**src/rtl/draw_pkg.sv**
```systemverilog
// Shared types and constants for the drawing engine.
// Opcodes, FSM states and bus widths.
package draw_pkg;

    localparam int ADDR_W = 20;
    localparam int PIX_W  = 8;

    localparam logic [3:0] OP_NOP  = 4'd0;
    localparam logic [3:0] OP_FILL = 4'd1;
    localparam logic [3:0] OP_PLOT = 4'd2;

    typedef enum logic [1:0] {
        IDLE,
        SETUP,
        RUN,
        DONE
    } state_t;

endpackage

```
**src/rtl/draw_addr_gen.sv**
```systemverilog
// Start address by shift-add (base + x + y*stride), then
// column/row stepping of the pixel address, all modulo 2^20.
module draw_addr_gen
    import draw_pkg::*;
(
    input  logic              clk,
    input  logic              reset,
    input  logic              load,
    input  logic              shift,
    input  logic              start,
    input  logic              step_col,
    input  logic              step_row,
    input  logic [15:0]       x,
    input  logic [15:0]       y,
    input  logic [15:0]       stride,
    input  logic [ADDR_W-1:0] base,
    output logic [ADDR_W-1:0] address
);

    logic [ADDR_W-1:0] mcand;
    logic [ADDR_W-1:0] acc;
    logic [ADDR_W-1:0] org;
    logic [ADDR_W-1:0] row_addr;
    logic [15:0]       mplier;
    logic [15:0]       pitch;

    // Multiply one stride bit per cycle, then walk the rectangle
    always_ff @(posedge clk or negedge reset) begin
        if (!reset) begin
            mcand    <= '0;
            acc      <= '0;
            org      <= '0;
            row_addr <= '0;
            mplier   <= '0;
            pitch    <= '0;
            address  <= '0;
        end else if (load) begin
            mcand  <= ADDR_W'(y);
            mplier <= stride;
            pitch  <= stride;
            acc    <= '0;
            org    <= base + ADDR_W'(x);
        end else if (shift) begin
            if (mplier[0])
                acc <= acc + mcand;
            mcand  <= mcand << 1;
            mplier <= mplier >> 1;
        end else if (start) begin
            row_addr <= org + acc;
            address  <= org + acc;
        end else if (step_row) begin
            row_addr <= row_addr + ADDR_W'(pitch);
            address  <= row_addr + ADDR_W'(pitch);
        end else if (step_col) begin
            address <= address + ADDR_W'(1);
        end
    end

endmodule

```
**src/rtl/drawing_engine.sv**
```systemverilog
// Rectangle-fill / pixel-plot engine feeding the frame-store arbiter.
// Optional clipping to H_PIXELS x V_PIXELS with `define DRAW_CLIP_EN.
module drawing_engine
    import draw_pkg::*;
#(
    parameter int H_PIXELS = 640,
    parameter int V_PIXELS = 480
) (
    input  logic              clk,
    input  logic              reset,
    input  logic              cmd_req,
    output logic              cmd_ack,
    input  logic [15:0]       command,
    input  logic [15:0]       r0,
    input  logic [15:0]       r1,
    input  logic [15:0]       r2,
    input  logic [15:0]       r3,
    input  logic [15:0]       r4,
    input  logic [15:0]       r5,
    input  logic [15:0]       r6,
    input  logic [15:0]       r7,
    output logic              cmd_busy,
    output logic              de_req,
    input  logic              de_ack,
    output logic [ADDR_W-1:0] de_address,
    output logic [PIX_W-1:0]  de_wdata
);

    state_t      state;
    logic [4:0]  cnt;
    logic [15:0] width;
    logic [15:0] height;
    logic [15:0] col;
    logic [15:0] row;
    logic        empty;

    logic [3:0]  opc;
    logic        is_draw;
    logic        load;
    logic        shift;
    logic        start;
    logic        adv;
    logic        last_col;
    logic        last_row;
    logic        step_col;
    logic        step_row;
    logic        nxt_vis;
    logic        unused_bits;

    assign opc         = command[3:0];
    assign is_draw     = (opc == OP_PLOT) ||
                         (opc == OP_FILL && r2 != 16'd0 && r3 != 16'd0);
    assign unused_bits = ^{command[15:4], r4[15:8], r7[15:4]};

    // Sequencing strobes for the address generator
    always_comb begin
        load     = (state == IDLE) && cmd_req;
        shift    = (state == SETUP) && !cnt[4];
        start    = (state == SETUP) && cnt[4];
        adv      = (state == RUN) && (!de_req || de_ack);
        last_col = (col == width - 16'd1);
        last_row = (row == height - 16'd1);
        step_col = adv && !last_col;
        step_row = adv && last_col && !last_row;
    end

`ifdef DRAW_CLIP_EN
    localparam logic [15:0] H_LIM = 16'(H_PIXELS);
    localparam logic [15:0] V_LIM = 16'(V_PIXELS);

    logic [15:0] org_x;
    logic [15:0] org_y;
    logic [15:0] nc;
    logic [15:0] nr;

    // Rectangle origin kept for screen-coordinate clipping
    always_ff @(posedge clk or negedge reset) begin
        if (!reset) begin
            org_x <= '0;
            org_y <= '0;
        end else if (load) begin
            org_x <= r0;
            org_y <= r1;
        end
    end

    // Visibility of the pixel about to be presented
    always_comb begin
        nc      = step_col ? col + 16'd1 : 16'd0;
        nr      = step_row ? row + 16'd1 : row;
        nxt_vis = (16'(org_x + nc) < H_LIM) &&
                  (16'(org_y + nr) < V_LIM);
    end
`else
    logic unused_cfg;

    assign nxt_vis    = 1'b1;
    assign unused_cfg = ^{16'(H_PIXELS), 16'(V_PIXELS)};
`endif

    // Command FSM with registered handshake outputs
    always_ff @(posedge clk or negedge reset) begin
        if (!reset) begin
            state    <= IDLE;
            cnt      <= '0;
            width    <= '0;
            height   <= '0;
            col      <= '0;
            row      <= '0;
            empty    <= 1'b0;
            cmd_ack  <= 1'b0;
            cmd_busy <= 1'b0;
            de_req   <= 1'b0;
            de_wdata <= '0;
        end else begin
            cmd_ack <= 1'b0;
            unique case (state)
                IDLE: begin
                    if (cmd_req) begin
                        width    <= (opc == OP_PLOT) ? 16'd1 : r2;
                        height   <= (opc == OP_PLOT) ? 16'd1 : r3;
                        empty    <= !is_draw;
                        de_wdata <= r4[PIX_W-1:0];
                        cnt      <= '0;
                        col      <= '0;
                        row      <= '0;
                        cmd_ack  <= 1'b1;
                        cmd_busy <= 1'b1;
                        state    <= SETUP;
                    end
                end
                SETUP: begin
                    if (!cnt[4])
                        cnt <= cnt + 5'd1;
                    if (cnt == 5'd0 && empty) begin
                        state <= DONE;
                    end else if (start) begin
                        de_req <= nxt_vis;
                        state  <= RUN;
                    end
                end
                RUN: begin
                    if (adv) begin
                        if (last_col && last_row) begin
                            de_req <= 1'b0;
                            state  <= DONE;
                        end else if (last_col) begin
                            col    <= '0;
                            row    <= row + 16'd1;
                            de_req <= nxt_vis;
                        end else begin
                            col    <= col + 16'd1;
                            de_req <= nxt_vis;
                        end
                    end
                end
                DONE: begin
                    de_req   <= 1'b0;
                    cmd_busy <= 1'b0;
                    state    <= IDLE;
                end
                default: state <= IDLE;
            endcase
        end
    end

    draw_addr_gen u_addr (
        .clk      (clk),
        .reset    (reset),
        .load     (load),
        .shift    (shift),
        .start    (start),
        .step_col (step_col),
        .step_row (step_row),
        .x        (r0),
        .y        (r1),
        .stride   (r5),
        .base     ({r7[3:0], r6}),
        .address  (de_address)
    );

endmodule
```
**config.mk**
```make
export PLATFORM = sky130hd
export DESIGN_NAME = drawing_engine
export DESIGN_NICKNAME = d
export VERILOG_FILES = /design/src/rtl/draw_pkg.sv /design/src/rtl/draw_addr_gen.sv /design/src/rtl/drawing_engine.sv
export SDC_FILE = /design/constraint.sdc
export NUM_CORES = 1
export LEC_CHECK = 0
export ABC_CLOCK_PERIOD_IN_PS = 5210
export CORE_MARGIN = 1.5
export CORE_UTILIZATION = 57
export CTS_CLUSTER_SIZE = 25
export DETAILED_ROUTE_END_ITERATION = 12
export GPL_TIMING_DRIVEN = 1
export PLACE_DENSITY = 0.83
export REMOVE_ABC_BUFFERS = 1
export SLEW_MARGIN = 20
export SYNTH_ARGS = -nofsm -noshare
export SYNTH_HDL_FRONTEND = slang
export SYNTH_SLANG_ARGS = --single-unit
```
**constraint.sdc**
```tcl
create_clock -name clk -period 5.21 [get_ports clk]
set_clock_uncertainty 0.2 [all_clocks]
set_input_delay 0.7815 -clock clk [delete_from_list [all_inputs] [get_ports clk]]
set_output_delay 0.7815 -clock clk [all_outputs]
set_load 0.02 [all_outputs]
```
==> impl_metrics.yaml <==
outcome:
  status: "complete, no violations"
critical_path:
  cp_slowest_cell: "a2111oi_4"
  worst_path_most_repeated_cell: "a2111oi_4"
  critPathMaxStageDelay_ns: 0.66
  crit_type: "reg2reg"
  cpLargestDelayFamily: "simple AND/OR/NAND/NOR gates"
  path_buf_inv: 1
  cp.arrival_ns: 4.76
  worstPathRequired_ns: 5.47
  start_kind: "flop"
  path_cells: "inv_1 -> ha_1 -> or4b_1 -> or3_4 -> a2111oi_4 -> and4b_1 -> o2111ai_2 -> a2111oi_4 -> o21ai_2 -> or4_1 -> a21oi_1"
  crit_fanout: 10
  cp-end-kind: "flop"
layout:
  fin_area_sq_mm: 0.01708
  antenna_cells: 0
  nNetsFinal: 2010
  syn_to_final_growth_pct: 18.67
  drive_gt1_share_pct: 4.844
clocking:
  htreeDepth: 1
  cts.sinks: 215
  clock-root-buffer: "clkbuf_16"
  postCtsResizedCells: 0
  cts_buffers: 26
  cts_tree: "done"
  clkLatencyLatePin_ns: 0.54
  path_clk_slew_ns: 0.06
  clockBufferDepth: 3
  cts_hold_buf: 0
  postCtsSetupBuffers: 0
pwr:
  total_power_w: 0.009223
  ir_drop_uv: 295.5
  p_leak_nw: 7.675
  power.density_mw_per_mm2: 539.9
sta:
  finalCritPeriodShare_pct: 86.41
  finalSetupViolCount: 0
  tns_ns: 0
  final_hold_viol_count: 0
  tightestPinTransition_ns: 1.022
  fmax_mhz: 222.1
  hold-worst-slack_ns: 0.1662
  rsz0062_at_grt: "no"
  slew_viol_final: 0
  finalCriticalPeriod_ns: 4.502
  fin_ws_ns: 0.7078
  slew_headroom_pct: 31.27
logic_synthesis:
  synth_edf_count: 0
  ys_ff_latch: 215
  async_flop_share_pct: 100.0
  yosysTopAreaCell: "dfrtp_1"
  yosys_warnings: 0
  synthesis.area_sq_mm: 0.01440
  synth_top_area_share_pct: 37.38
  yosys.cell_types.count: 89
  yosysSeqAreaShare_pct: 37.38
  yosys-top-cells-area: "dfrtp_1 37%, ha_1 7.1%, nand2_1 6.2%"
  synth_flop_cell: "dfrtp_1"
  avgSynthCellArea_sq_um: 8.687
  postSynthCellCount: 1657
routing:
  drt_iter0_markers: 1338
  drc: 0
  drt_pass1_iterations: 5
  vias: 13110
  viasPerCell: 6.185
  ant_nets: 0
  route.detailed.wl_per_inst_um: 17.37
  drt-total-wl_um: 36820
floorplanning:
  num_rows: 57
  io_pins: 179
  dieWidth_um: 161.9
  dieArea_sq_mm: 0.02622
  coreArea_sq_mm: 0.02453
  die_h_um: 161.9
  start_util_pct: 58.68
min_path:
  min_path_type: "in2async"
global_route:
  first_global_vias: 12660
  antenna_found_initial: 0
  grt_max_degree: 135
  grt_pass1_wl_um: 61300
  grt_use_total_pct: 28.25
  overflow: 0
flow_run:
  drv_cap: 0
placed_design:
  dpl-instance-area_sq_mm: 0.01615
  dp_hpwl_um: 26460
  port_buffers: 146
  gp_congestion: 0.8971
  place_ws_ns: 0.7231
-- final timing paths --
kind / cells after the start / from / endpoint / slack (ns)
max: 11 / width[0] / row[8] / 0.71
min: 1 / reset / width[10] / 0.17
max reg2reg: 11 / width[0] / row[8] / 0.71
min reg2reg: 2 / de_wdata[4] / de_wdata[4] / 0.27
max in group asynchronous: 2 / reset / u_addr.mplier[8] / 3.60
min in group clk: 2 / de_wdata[4] / de_wdata[4] / 0.27
-- cells in the mapped netlist, types with 6 or more instances --
cell	instances
xor2_1	43
nor2b_1	14
a32oi_1	7
nand2b_1	17
nand4_1	16
nand2_1	239
o21a_1	13
a21oi_1	91
nor4_1	20
a31oi_1	31
or2_2	6
inv_1	58
o31a_1	14
nor2_1	120
nor4b_1	6
o21bai_1	6
nand3b_1	12
mux2i_1	27
nand3_1	49
a211o_1	11
a211oi_1	18
a22o_1	39
ha_1	82
o32a_1	12
o21ai_0	118
dfrtp_1	215
a21o_1	25
or4_1	13
nor3_1	39
xnor2_1	59
and2_1	8
clkbuf_1	62
o31ai_1	14
and3_1	22
o211ai_1	7
or3_1	14
-- final cells by class --
class	instances	area, sq um
Multi-Input combinational cell	1310	8534
Tap cell	324	405.4
Fill cell	1928	7451
Sequential cell	215	5380
Clock inverter	8	142.6
Timing Repair Buffer	164	1614
Clock buffer	40	784.5
Inverter	59	221.5
-- sequential cells by signal (all words and copies together) (netlist names), 2 cells and up --
register / cells
cnt: 5
col: 16
de_wdata: 8
height: 16
row: 16
state: 2
u_addr.acc: 20
u_addr.address: 20
u_addr.mcand: 20
u_addr.mplier: 16
u_addr.org: 20
u_addr.pitch: 16
u_addr.row_addr: 20
width: 16
-- metal layers --
layer / routed length (um) / part of all wire, % / vias up / GRT usage, %
met5: 0 / 0 / - / 0
met4: 1085 / 2.9 / 0 / 9.591
met3: 2450 / 6.7 / 78 / 4.265
met2: 16680 / 45 / 440 / 45.73
met1: 16610 / 45 / 6271 / 38.89
li1: - / - / 6323 / -
-- per-stage QoR --
step,std cells,util (%)
after floorplan,1584,-
after global placement,2072,65.84
after detailed placement,2072,65.84
after CTS,2120,69.62
after global routing,2120,69.63
final,2120,69.63
-- report_power, final --
group          total [W]  switching (W)  internal (W)
Combinational    0.00440        0.00254       0.00186
Sequential       0.00288       0.000622       0.00226
Clock            0.00194       0.000715       0.00123
-- worst register-to-register path, cell delays in order, from the launching register on --
cell	delay [ns]
dfrtp_1	0.40
inv_1	0.09
ha_1	0.21
or4b_1	0.58
or3_4	0.43
a2111oi_4	0.39
and4b_1	0.26
o2111ai_2	0.25
a2111oi_4	0.66
o21ai_2	0.24
or4_1	0.57
a21oi_1	0.15
-- cells in the final DEF, fill, tap and decap left out, types with 14 or more instances in the layout --
master | Yosys | final
a211oi_1 | 18 | 18
a21o_1 | 25 | 25
a21oi_1 | 91 | 91
a22o_1 | 39 | 39
a31oi_1 | 31 | 31
and3_1 | 22 | 22
buf_4 | 1 | 17
clkbuf_16 | 0 | 27
clkdlybuf4s50_1 | 0 | 145
dfrtp_1 | 215 | 215
ha_1 | 82 | 82
inv_1 | 58 | 57
mux2i_1 | 27 | 27
nand2_1 | 239 | 238
nand2b_1 | 17 | 16
nand3_1 | 49 | 49
nand4_1 | 16 | 16
nor2_1 | 120 | 119
nor2b_1 | 14 | 14
nor3_1 | 39 | 39
nor4_1 | 20 | 20
o21ai_0 | 118 | 117
o31a_1 | 14 | 14
o31ai_1 | 14 | 14
or3_1 | 14 | 14
xnor2_1 | 59 | 59
xor2_1 | 43 | 43
-- cells by family (layout without fill, tap and decap cells) --
| group | after synthesis | in the layout | share of synthesized area (%) |
|---|---|---|---|
| AO/OA/AOI/OAI | 480 | 480 | 22.89 |
| XOR/XNOR | 102 | 102 | 6.206 |
| adder cells (fa/ha/maj) | 86 | 86 | 7.684 |
| buffers and inverters | 132 | 271 | 3.511 |
| flip-flops | 215 | 215 | 37.38 |
| multiplexers | 28 | 28 | 1.956 |
| AND/OR/NAND/NOR | 614 | 614 | 20.37 |
Note: power is estimated with default switching activity, not from simulation.
